<file path="config.mk">
export PLATFORM = sky130hd
export DESIGN_NAME = plate_input_cond
export DESIGN_NICKNAME = d
export VERILOG_FILES = /design/src/rtl/plate_input_cond.sv
export SDC_FILE = /design/constraint.sdc
export NUM_CORES = 1
export LEC_CHECK = 0
export CAP_MARGIN = 5
export CORE_ASPECT_RATIO = 0.6
export CORE_UTILIZATION = 59
export CTS_BUF_LIST = sky130_fd_sc_hd__clkbuf_16
export CTS_CLUSTER_SIZE = 14
export DETAILED_ROUTE_END_ITERATION = 10
export MAX_ROUTING_LAYER = met4
export PLACE_DENSITY = 0.79
export SYNTH_ARGS = -nofsm -noshare
export SYNTH_HDL_FRONTEND = slang
export SYNTH_SLANG_ARGS = --single-unit
</file>
<file path="constraint.sdc">
create_clock -name clock -period 2.13 [get_ports clock]
set_clock_uncertainty 0.1 [all_clocks]
set_input_delay 0.213 -clock clock [delete_from_list [all_inputs] [get_ports clock]]
set_output_delay 0.213 -clock clock [all_outputs]
set_load 0.005 [all_outputs]
</file>
<file path="src/rtl/plate_input_cond.sv">
// Key conditioning for plate_render: sync, debounce, press detect, frame-aligned move requests.
// Define PLATE_AUTOREPEAT_EN to add held-key auto-repeat (one request every REPEAT_RATE frames).
module plate_input_cond #(
    parameter int DEBOUNCE_CYCLES = 500000,
    parameter int REPEAT_DELAY    = 20,
    parameter int REPEAT_RATE     = 4
) (
    input  logic       clock,
    input  logic       resetn,
    input  logic       key_left_n,
    input  logic       key_right_n,
    input  logic       draw_done,
    output logic       left_n,
    output logic       right_n,
    output logic [1:0] held
);

    localparam int            CW      = $clog2(DEBOUNCE_CYCLES + 1);
    localparam logic [CW-1:0] DB_LAST = CW'(DEBOUNCE_CYCLES - 1);

    // Bit [1] is left, bit [0] is right throughout.
    logic [1:0]    sync1_q, sync1_d;
    logic [1:0]    sync2_q, sync2_d;
    logic [1:0]    held_q, held_d;
    logic [1:0]    held_dly_q, held_dly_d;
    logic [1:0]    pend_q, pend_d;
    logic [1:0]    armed_q, armed_d;
    logic [CW-1:0] db_cnt_q [2];
    logic [CW-1:0] db_cnt_d [2];
    logic [1:0]    level;
    logic [1:0]    press;
    logic [1:0]    rpt_req;
    logic [1:0]    req;

    always_comb begin
        sync1_d    = {key_left_n, key_right_n};
        sync2_d    = sync1_q;
        level      = ~sync2_q;
        held_d     = held_q;
        held_dly_d = held_q;
        for (int i = 0; i < 2; i++) begin
            db_cnt_d[i] = '0;
            if (level[i] != held_q[i]) begin
                if (db_cnt_q[i] == DB_LAST) begin
                    held_d[i] = ~held_q[i];
                end else begin
                    db_cnt_d[i] = db_cnt_q[i] + CW'(1);
                end
            end
        end
    end

    assign press = held_q & ~held_dly_q;

`ifdef PLATE_AUTOREPEAT_EN
    localparam logic [7:0] RPT_LAST   = 8'(REPEAT_DELAY - 1);
    localparam logic [7:0] RPT_RELOAD = 8'(REPEAT_DELAY - REPEAT_RATE);

    logic [7:0] rpt_cnt_q [2];
    logic [7:0] rpt_cnt_d [2];

    // Counts frame boundaries while held; the request lands in pending on the boundary edge.
    always_comb begin
        rpt_req = 2'b00;
        for (int i = 0; i < 2; i++) begin
            rpt_cnt_d[i] = rpt_cnt_q[i];
            if (!held_q[i] || press[i]) begin
                rpt_cnt_d[i] = 8'd0;
            end else if (draw_done) begin
                if (rpt_cnt_q[i] == RPT_LAST) begin
                    rpt_req[i]   = 1'b1;
                    rpt_cnt_d[i] = RPT_RELOAD;
                end else begin
                    rpt_cnt_d[i] = rpt_cnt_q[i] + 8'd1;
                end
            end
        end
    end

    always_ff @(posedge clock or negedge resetn) begin
        if (!resetn) begin
            rpt_cnt_q[0] <= 8'd0;
            rpt_cnt_q[1] <= 8'd0;
        end else begin
            rpt_cnt_q[0] <= rpt_cnt_d[0];
            rpt_cnt_q[1] <= rpt_cnt_d[1];
        end
    end
`else
    // Repeat timing has no effect without auto-repeat; only press events make requests.
    localparam int RPT_CFG_SUM = REPEAT_DELAY + REPEAT_RATE;
    assign rpt_req = (RPT_CFG_SUM < 0) ? 2'b11 : 2'b00;
`endif

    // Frame boundary: pending moves to armed; simultaneous left+right cancel out.
    always_comb begin
        req = press | rpt_req;
        if (draw_done) begin
            armed_d = (pend_q == 2'b11) ? 2'b00 : pend_q;
            pend_d  = req;
        end else begin
            armed_d = armed_q;
            pend_d  = pend_q | req;
        end
    end

    always_ff @(posedge clock or negedge resetn) begin
        if (!resetn) begin
            sync1_q     <= 2'b11;
            sync2_q     <= 2'b11;
            held_q      <= 2'b00;
            held_dly_q  <= 2'b00;
            pend_q      <= 2'b00;
            armed_q     <= 2'b00;
            db_cnt_q[0] <= '0;
            db_cnt_q[1] <= '0;
        end else begin
            sync1_q     <= sync1_d;
            sync2_q     <= sync2_d;
            held_q      <= held_d;
            held_dly_q  <= held_dly_d;
            pend_q      <= pend_d;
            armed_q     <= armed_d;
            db_cnt_q[0] <= db_cnt_d[0];
            db_cnt_q[1] <= db_cnt_d[1];
        end
    end

    assign left_n  = ~armed_q[1];
    assign right_n = ~armed_q[0];
    assign held    = held_q;

endmodule

</file>
After elaboration in Yosys (flattened, before gate mapping)

Cells that the tools add are included.

Register bits: 50
Input port bits: 5
Output and inout port bits: 4
Word-level logic and storage cells: 32

Add/sub/neg operators: 2
Equality and inequality tests: 5
Multiplexer cells: 6
Bitwise gates (word level): 8
Reductions and logical operators: 2

Operators with widths:

| cell                    | number |
|---|---|
| $mux W19                | 4 |
| $add A19 B1 Y19 const B | 2 |
| $eq A19 B19 Y1 const B  | 2 |
| $mux W2                 | 2 |
| $not A1 Y1              | 4 |
| $not A2 Y2              | 2 |
| $reduce_and A2 Y1       | 2 |
| $and A2 B2 Y2           | 1 |
| $eq A2 B2 Y1 const B    | 1 |
| $ne A1 B1 Y1            | 2 |
| $or A2 B2 Y2            | 1 |

Depth between registers and ports, before layout

Gate-level depths: netlist of the first run.

Word-level depth: 4
Mapped depth: 6
Depth with buffers taken out: 5

Least setup slack after synthesis of the first run

No wires, ideal clock.

Path type: register to register
Start: register db_cnt_q[8] in the netlist's numbering
End: register db_cnt_q[17] in the netlist's numbering
Setup time: 0.079 ns
Arrival time: 1.705 ns
Data required time: 1.951 ns
Setup slack: 0.246 ns
Stages on the path, launching flop included: 5
Path buffers: 0
Clock period less this slack: 1.884 ns
Path through: dfrtp_1 -> nand4_2 -> or4_4 -> or4b_1 -> a21oi_1

RTL lines:

| item            | RTL line | text |
|---|---|---|
| start, declared | 28       | `logic [CW-1:0] db_cnt_q [2];` |

==> flow_summary.json, run 1 <==
{
  "status": "finished clean",
  "avgRoutedWirePerCell_um": 15.37,
  "grt_max_degree": 51,
  "design_area_mm2": 0.002623,
  "synth_seq_cells": 50,
  "die-area_mm2": 0.004184,
  "fmax_mhz": 488.3,
  "hold_slack_ps": 234.1,
  "first_pass_iters": 4,
  "pwr-share-clk_pct": 41.5,
  "dpl_cell_area_mm2": 0.002476,
  "dpl.hpwl_mm": 3.116,
  "numPortBuffers": 8,
  "p_leak_nw": 1.040,
  "p_sw_share_pct": 20.97,
  "dp_cells": 285,
  "layoutNonFillerInstCount": 294,
  "clk_latency_ps": 280,
  "drtIter0Drc": 168,
  "pwr-share-seq_pct": 54.9,
  "core.rowCount": 17,
  "antenna_found_initial": 0,
  "cts_buffers": 5,
  "route.vias.total": 1683,
  "grt-ovfl-total": 0,
  "cts_sinks": 50,
  "layout_commonest_cell": "dfrtp_1",
  "setup_viol": 0,
  "power_density_mw_per_mm2": 680.8,
  "grt_pass1_vias": 1631,
  "fin_total_pwr_mw": 1.785,
  "ys_warn_count": 0,
  "cts_buffer_depth": 2,
  "gp_congestion": 0.8577,
  "comb_power_share_pct": 3.5,
  "critical_path_class": "reg2reg",
  "root_buffer": "clkbuf_16",
  "cp_data_arrival_time_ps": 2160,
  "final_nets": 253,
  "layout_common_cells": "dfrtp_1, nor2_1, xnor2_1, nand4_1, nand3_1",
  "drive_above_1_share_pct": 9.312,
  "cts-resized-gates": 0,
  "clk_pin_slew_ps": 60,
  "async_reset_ff_share_pct": 100.0,
  "die_x_um": 82.84,
  "synth_edf_count": 0,
  "start_util_pct": 62.51,
  "hold_buffers": 1,
  "fin_crit_ps": 2048,
  "syn_inst": 228,
  "p_switching_mw": 0.3743,
  "setup_tns_ps": 0,
  "synth_top_area_cell": "dfrtp_1",
  "worst_setup_path_end_kind": "flip-flop",
  "synthesis.nets": 235,
  "htreeDepth": 2,
  "synth_flop_cell": "dfrtp_1",
  "yosysTopAreaCellShare_pct": 49.76,
  "cts_tree": "yes",
  "drcViolationCount": 0,
  "syn2layout_area_growth_pct": 13.36,
  "yosysUniqueCellTypes": 38,
  "syn_area_mm2": 0.002313,
  "ys_seq_area_share_pct": 54.30,
  "grt_pass1_wl_mm": 8.004,
  "irDropWorstVdd_mv": 0.6178,
  "max_cap_violations": 0,
  "ant_nets": 0,
  "drt-total-wl_mm": 4.519,
  "antennaDiodeCount": 0,
  "cp_data_required_time_ps": 2240,
  "syn_area_per_cell_um2": 10.15,
  "synth.area.top_cells": "dfrtp_1, xnor2_1, nor2_1, dfstp_2, nand4_1",
  "drv_slew": 0,
  "worstHoldPathType": "in2reg",
  "grt_setup_unrepaired": "no",
  "die_y_um": 50.51,
  "hold_viol_final": 0,
  "cts_setup_buffers": 0,
  "io_pins": 9,
  "cp_max_fo": 6,
  "relSlewSlack_pct": 59.47,
  "p_int_mw": 1.411,
  "fp.coreArea_mm2": 0.003701,
  "tightest_slew_ps": 607.9,
  "post-route-period-util_pct": 96.15,
  "grtUsageTotal_pct": 25.90,
  "cp-start-kind": "flip-flop",
  "via_per_inst": 5.724
}
per-stage QoR:
stage	setup WS [ps]	utilization [%]
floorplan	246.2	-
global placement	177.6	66.90
detailed placement	131.4	66.90
CTS	108.2	70.86
global route	2.521	70.86
finish	82.01	70.86
cell families (layout without fill, tap and decap cells):
logic type,after synthesis,after routing,share of synthesized area (%)
adder cells (fa/ha/maj),2,2,1.081
multiplexers,1,1,0.4327
AND/OR/NAND/NOR,108,108,25.04
AO/OA/AOI/OAI,23,23,5.895
XOR/XNOR,28,28,10.60
buffers and inverters,16,35,2.650
flip-flops,50,50,54.30
flip-flops by register name, summed over array words and instances (netlist names):
name,count
armed_q,2
db_cnt_q,38
held,2
held_dly_q,2
pend_q,2
sync1_q,2
sync2_q,2
power groups by stage:
stage                     logic (mW)  registers, mW  clock network [mW]
final                         0.0626          0.981               0.742
after global routing          0.0702          0.982               0.799
after global placement        0.0614          0.997                   0
after CTS                     0.0639          0.981               0.759
after floorplan               0.0241          0.993                   0
after detailed placement      0.0616          0.997                   0
layout make-up:
class | count | area (um2)
Inverter | 12 | 45.04
Clock inverter | 3 | 11.26
Fill cell | 292 | 1079
Clock buffer | 5 | 125.1
Timing Repair Buffer | 15 | 130.1
Tap cell | 47 | 58.81
Sequential cell | 50 | 1256
Multi-Input combinational cell | 162 | 996.0
final timing paths:
kind | start | end | slack, ps | cells after the start
setup / recovery | db_cnt_q[8]$_DFF_PN0_ | db_cnt_q[17]$_DFF_PN0_ | 80 | 4
hold / removal | key_left_n | sync1_q[1]$_DFF_PN1_ | 230 | 1
setup reg to reg | db_cnt_q[8]$_DFF_PN0_ | db_cnt_q[17]$_DFF_PN0_ | 80 | 4
hold reg to reg | sync1_q[1]$_DFF_PN1_ | sync2_q[1]$_DFF_PN1_ | 260 | 0
max in group asynchronous | resetn | db_cnt_q[11]$_DFF_PN0_ | 1030 | 3
min in group asynchronous | resetn | db_cnt_q[34]$_DFF_PN0_ | 490 | 3
worst max-delay path, stage by stage (launching register included):
cell and delay, ps:
dfrtp_1 460, nand4_2 200, or4_4 590, or4b_1 480, a21oi_1 150
cell usage after synthesis (2+ instances only):
cell      instances
nor3b_1           2
and3_1            3
xor2_1            6
or4_1             2
inv_1            12
nor4_1            8
or2_2             2
ha_1              2
nand3_1          13
nor3_1            6
nand4_1          13
xnor2_1          22
nor2_1           32
or3_1             3
nand2_1          11
o21ai_1           2
a21oi_1           7
dfstp_2           4
dfrtp_1          46
clkbuf_1          3
or3_2             2
o21ai_0           6
and2_1            2
o31ai_1           2
o22ai_1           3
and4_1            2
layer usage:
| layer | global-route usage (%) | up-vias | share of wire [%] |
|---|---|---|---|
| li1 | - | 839 | - |
| met1 | 40.55 | 802 | 56 |
| met2 | 31.01 | 40 | 38 |
| met3 | 8.224 | 2 | 5.6 |
| met4 | 7.759 | 0 | 0.44 |
| met5 | - | - | 0 |
Note: power is estimated with default switching activity, not from simulation.
==> run 2: changes to the inputs <==
--- a/config.mk
+++ b/config.mk
@@ -13,6 +13,7 @@
 export DETAILED_ROUTE_END_ITERATION = 10
 export MAX_ROUTING_LAYER = met4
 export PLACE_DENSITY = 0.79
+export SLEW_MARGIN = 30
 export SYNTH_ARGS = -nofsm -noshare
 export SYNTH_HDL_FRONTEND = slang
 export SYNTH_SLANG_ARGS = --single-unit
==> results of run 2 <==
Final layout, timing and power as in run 1 (identical DEF).
==> run 3: changes to the inputs <==
--- a/config.mk
+++ b/config.mk
@@ -7,12 +7,12 @@
 export LEC_CHECK = 0
 export CAP_MARGIN = 5
 export CORE_ASPECT_RATIO = 0.6
-export CORE_UTILIZATION = 59
+export CORE_UTILIZATION = 50
 export CTS_BUF_LIST = sky130_fd_sc_hd__clkbuf_16
 export CTS_CLUSTER_SIZE = 14
 export DETAILED_ROUTE_END_ITERATION = 10
 export MAX_ROUTING_LAYER = met4
-export PLACE_DENSITY = 0.79
+export PLACE_DENSITY = 0.68
 export SLEW_MARGIN = 30
 export SYNTH_ARGS = -nofsm -noshare
 export SYNTH_HDL_FRONTEND = slang
==> run 3 against run 2 <==
  * Clock-buffer cell count unchanged
  * Cell count increased by 4.8%
  * Die area increased by 17%
  * Utilization decreased by 8.7 points
  * Critical path depth unchanged
  * Routed wire length increased by 2.3%
  * Sequential cell count unchanged
  * Register-to-register slack about the same
  * Sequential power about the same
  * Critical path type unchanged
==> flow_summary.json, run 3 (synthesis results as in run 1) <==
{
  "hold_viol_final": 0,
  "r2r_cells": 4,
  "drtIter0Drc": 96,
  "antennaDiodeCount": 0,
  "largest_reg_flops": 38,
  "start_util_pct": 54.06,
  "fp.coreArea_mm2": 0.004279,
  "critPathTopFamily": "simple AND/OR/NAND/NOR gates",
  "irDropWorstVdd_mv": 0.3219,
  "ant_nets": 0,
  "die_y_um": 54.69,
  "cp_num_buf_inv": 0,
  "drt-total-wl_mm": 4.625,
  "cpPeakStageDelay_ps": 590,
  "cts_tree": "yes",
  "crit_slowest_cell": "or4_4",
  "core.rowCount": 18,
  "status": "finished clean",
  "reg2reg_slack_ps": 90,
  "root_buffer": "clkbuf_16",
  "max_cap_violations": 0,
  "final_nets": 254,
  "grt-ovfl-total": 0,
  "route.vias.total": 1703,
  "clk_latency_ps": 280,
  "syn2layout_area_growth_pct": 14.98,
  "drv_slew": 0,
  "tightest_slew_ps": 532.2,
  "layout_common_cells": "dfrtp_1, nor2_1, xnor2_1, nand4_1, nand3_1",
  "top_register": "db_cnt_q",
  "cts_buffer_depth": 2,
  "cp-start-kind": "flip-flop",
  "io_pins": 9,
  "fin_crit_ps": 2035,
  "post-route-period-util_pct": 95.55,
  "htreeDepth": 2,
  "grt_max_degree": 29,
  "avgRoutedWirePerCell_um": 15.02,
  "cts_buffers": 5,
  "cts_setup_buffers": 0,
  "path_depth": 4,
  "critical_path_class": "reg2reg",
  "dpl.hpwl_mm": 3.288,
  "design_area_mm2": 0.002660,
  "antenna_found_initial": 0,
  "setup_tns_ps": 0,
  "layout_commonest_cell": "dfrtp_1",
  "cp_data_arrival_time_ps": 2150,
  "r2r_end": "db_cnt_q[17]$_DFF_PN0_",
  "drcViolationCount": 0,
  "fmax_mhz": 491.3,
  "dpl_cell_area_mm2": 0.002512,
  "first_pass_iters": 4,
  "gp_congestion": 0.8855,
  "drive_above_1_share_pct": 10.08,
  "worstHoldPathType": "in2reg",
  "grt_pass1_wl_mm": 7.521,
  "die_x_um": 89.82,
  "r2r_start": "db_cnt_q[8]$_DFF_PN0_",
  "numPortBuffers": 8,
  "endpoint": "db_cnt_q[17]$_DFF_PN0_",
  "crit_start": "db_cnt_q[8]$_DFF_PN0_",
  "p_leak_nw": 1.049,
  "grtUsageTotal_pct": 21.74,
  "n_fill_cell": 350,
  "die-area_mm2": 0.004912,
  "grt_pass1_vias": 1461,
  "cts_sinks": 50,
  "setup_viol": 0,
  "grt_setup_unrepaired": "no",
  "hold_path.startpoint": "key_left_n",
  "worst_setup_path_end_kind": "flip-flop",
  "path_cells": "nand4_2, or4_4, or4b_1, a21oi_1",
  "clk_pin_slew_ps": 60,
  "relSlewSlack_pct": 64.52,
  "power_density_mw_per_mm2": 674.9,
  "cp_max_fo": 6,
  "cp_data_required_time_ps": 2250,
  "via_per_inst": 5.529
}
## run 3: timing repair
item,in CTS,in global routing
resized for setup,0,1
endpoints found under the hold margin,20,0
hold buffers,1,0
setup endpoints to repair,0,1
## run 3: per-layer routing
layer  share of wire, %  track usage (%)  up-vias  routed length [um]
li1                   -                -      841                   -
met1                 57            34.04      802                2636
met2                 36            26.03       53                1676
met3                5.6            5.417        7                 261
met4                1.1            6.831        0                  51
met5                  0                -        -                   0
## run 3: worst register-to-register path, stage by stage, from the launching register on
cell,delay (ps)
dfrtp_1,450
nand4_2,200
or4_4,590
or4b_1,480
a21oi_1,150
## run 3: worst min path at each step
stage,endpoint,cells past startpoint
after CTS,sync1_q[1]$_DFF_PN1_,1
after global placement,db_cnt_q[16]$_DFF_PN0_,1
after global routing,sync1_q[1]$_DFF_PN1_,1
final,sync1_q[1]$_DFF_PN1_,1
after floorplan,armed_q[0]$_DFFE_PN0P_,0
after detailed placement,db_cnt_q[16]$_DFF_PN0_,1
## run 3: layout make-up
type                       instances  area, um2  area share (%)
clock buffer                       5      125.1           4.704
clock inverter                     3      11.26          0.4233
inverter                          12      45.04           1.693
multi-input combinational        162      996.0           37.44
sequential                        50       1257           47.27
tap                               60      75.07           2.822
timing repair buffer              16      150.1           5.644
## run 3: where the power goes
part	total (mW)	internal (mW)	switching [mW]
Combinational	0.0648	0.0243	0.0405
Clock	0.750	0.423	0.327
Sequential	0.980	0.966	0.0145
## run 3: stage by stage
| stage | instances | hold slack, ps | total power, mW | setup slack [ps] | util (%) |
|---|---|---|---|---|---|
| after floorplan | 228 | -182.6 | 1.017 | 246.2 | - |
| after global placement | 299 | 121.8 | 1.061 | 171.7 | 58.71 |
| after detailed placement | 299 | 120.4 | 1.061 | 112.7 | 58.71 |
| after CTS | 308 | 224.6 | 1.808 | 99.58 | 62.13 |
| after global routing | 308 | 237.5 | 1.852 | 1.275 | 62.16 |
| final | 308 | 231.0 | 1.795 | 94.68 | 62.16 |
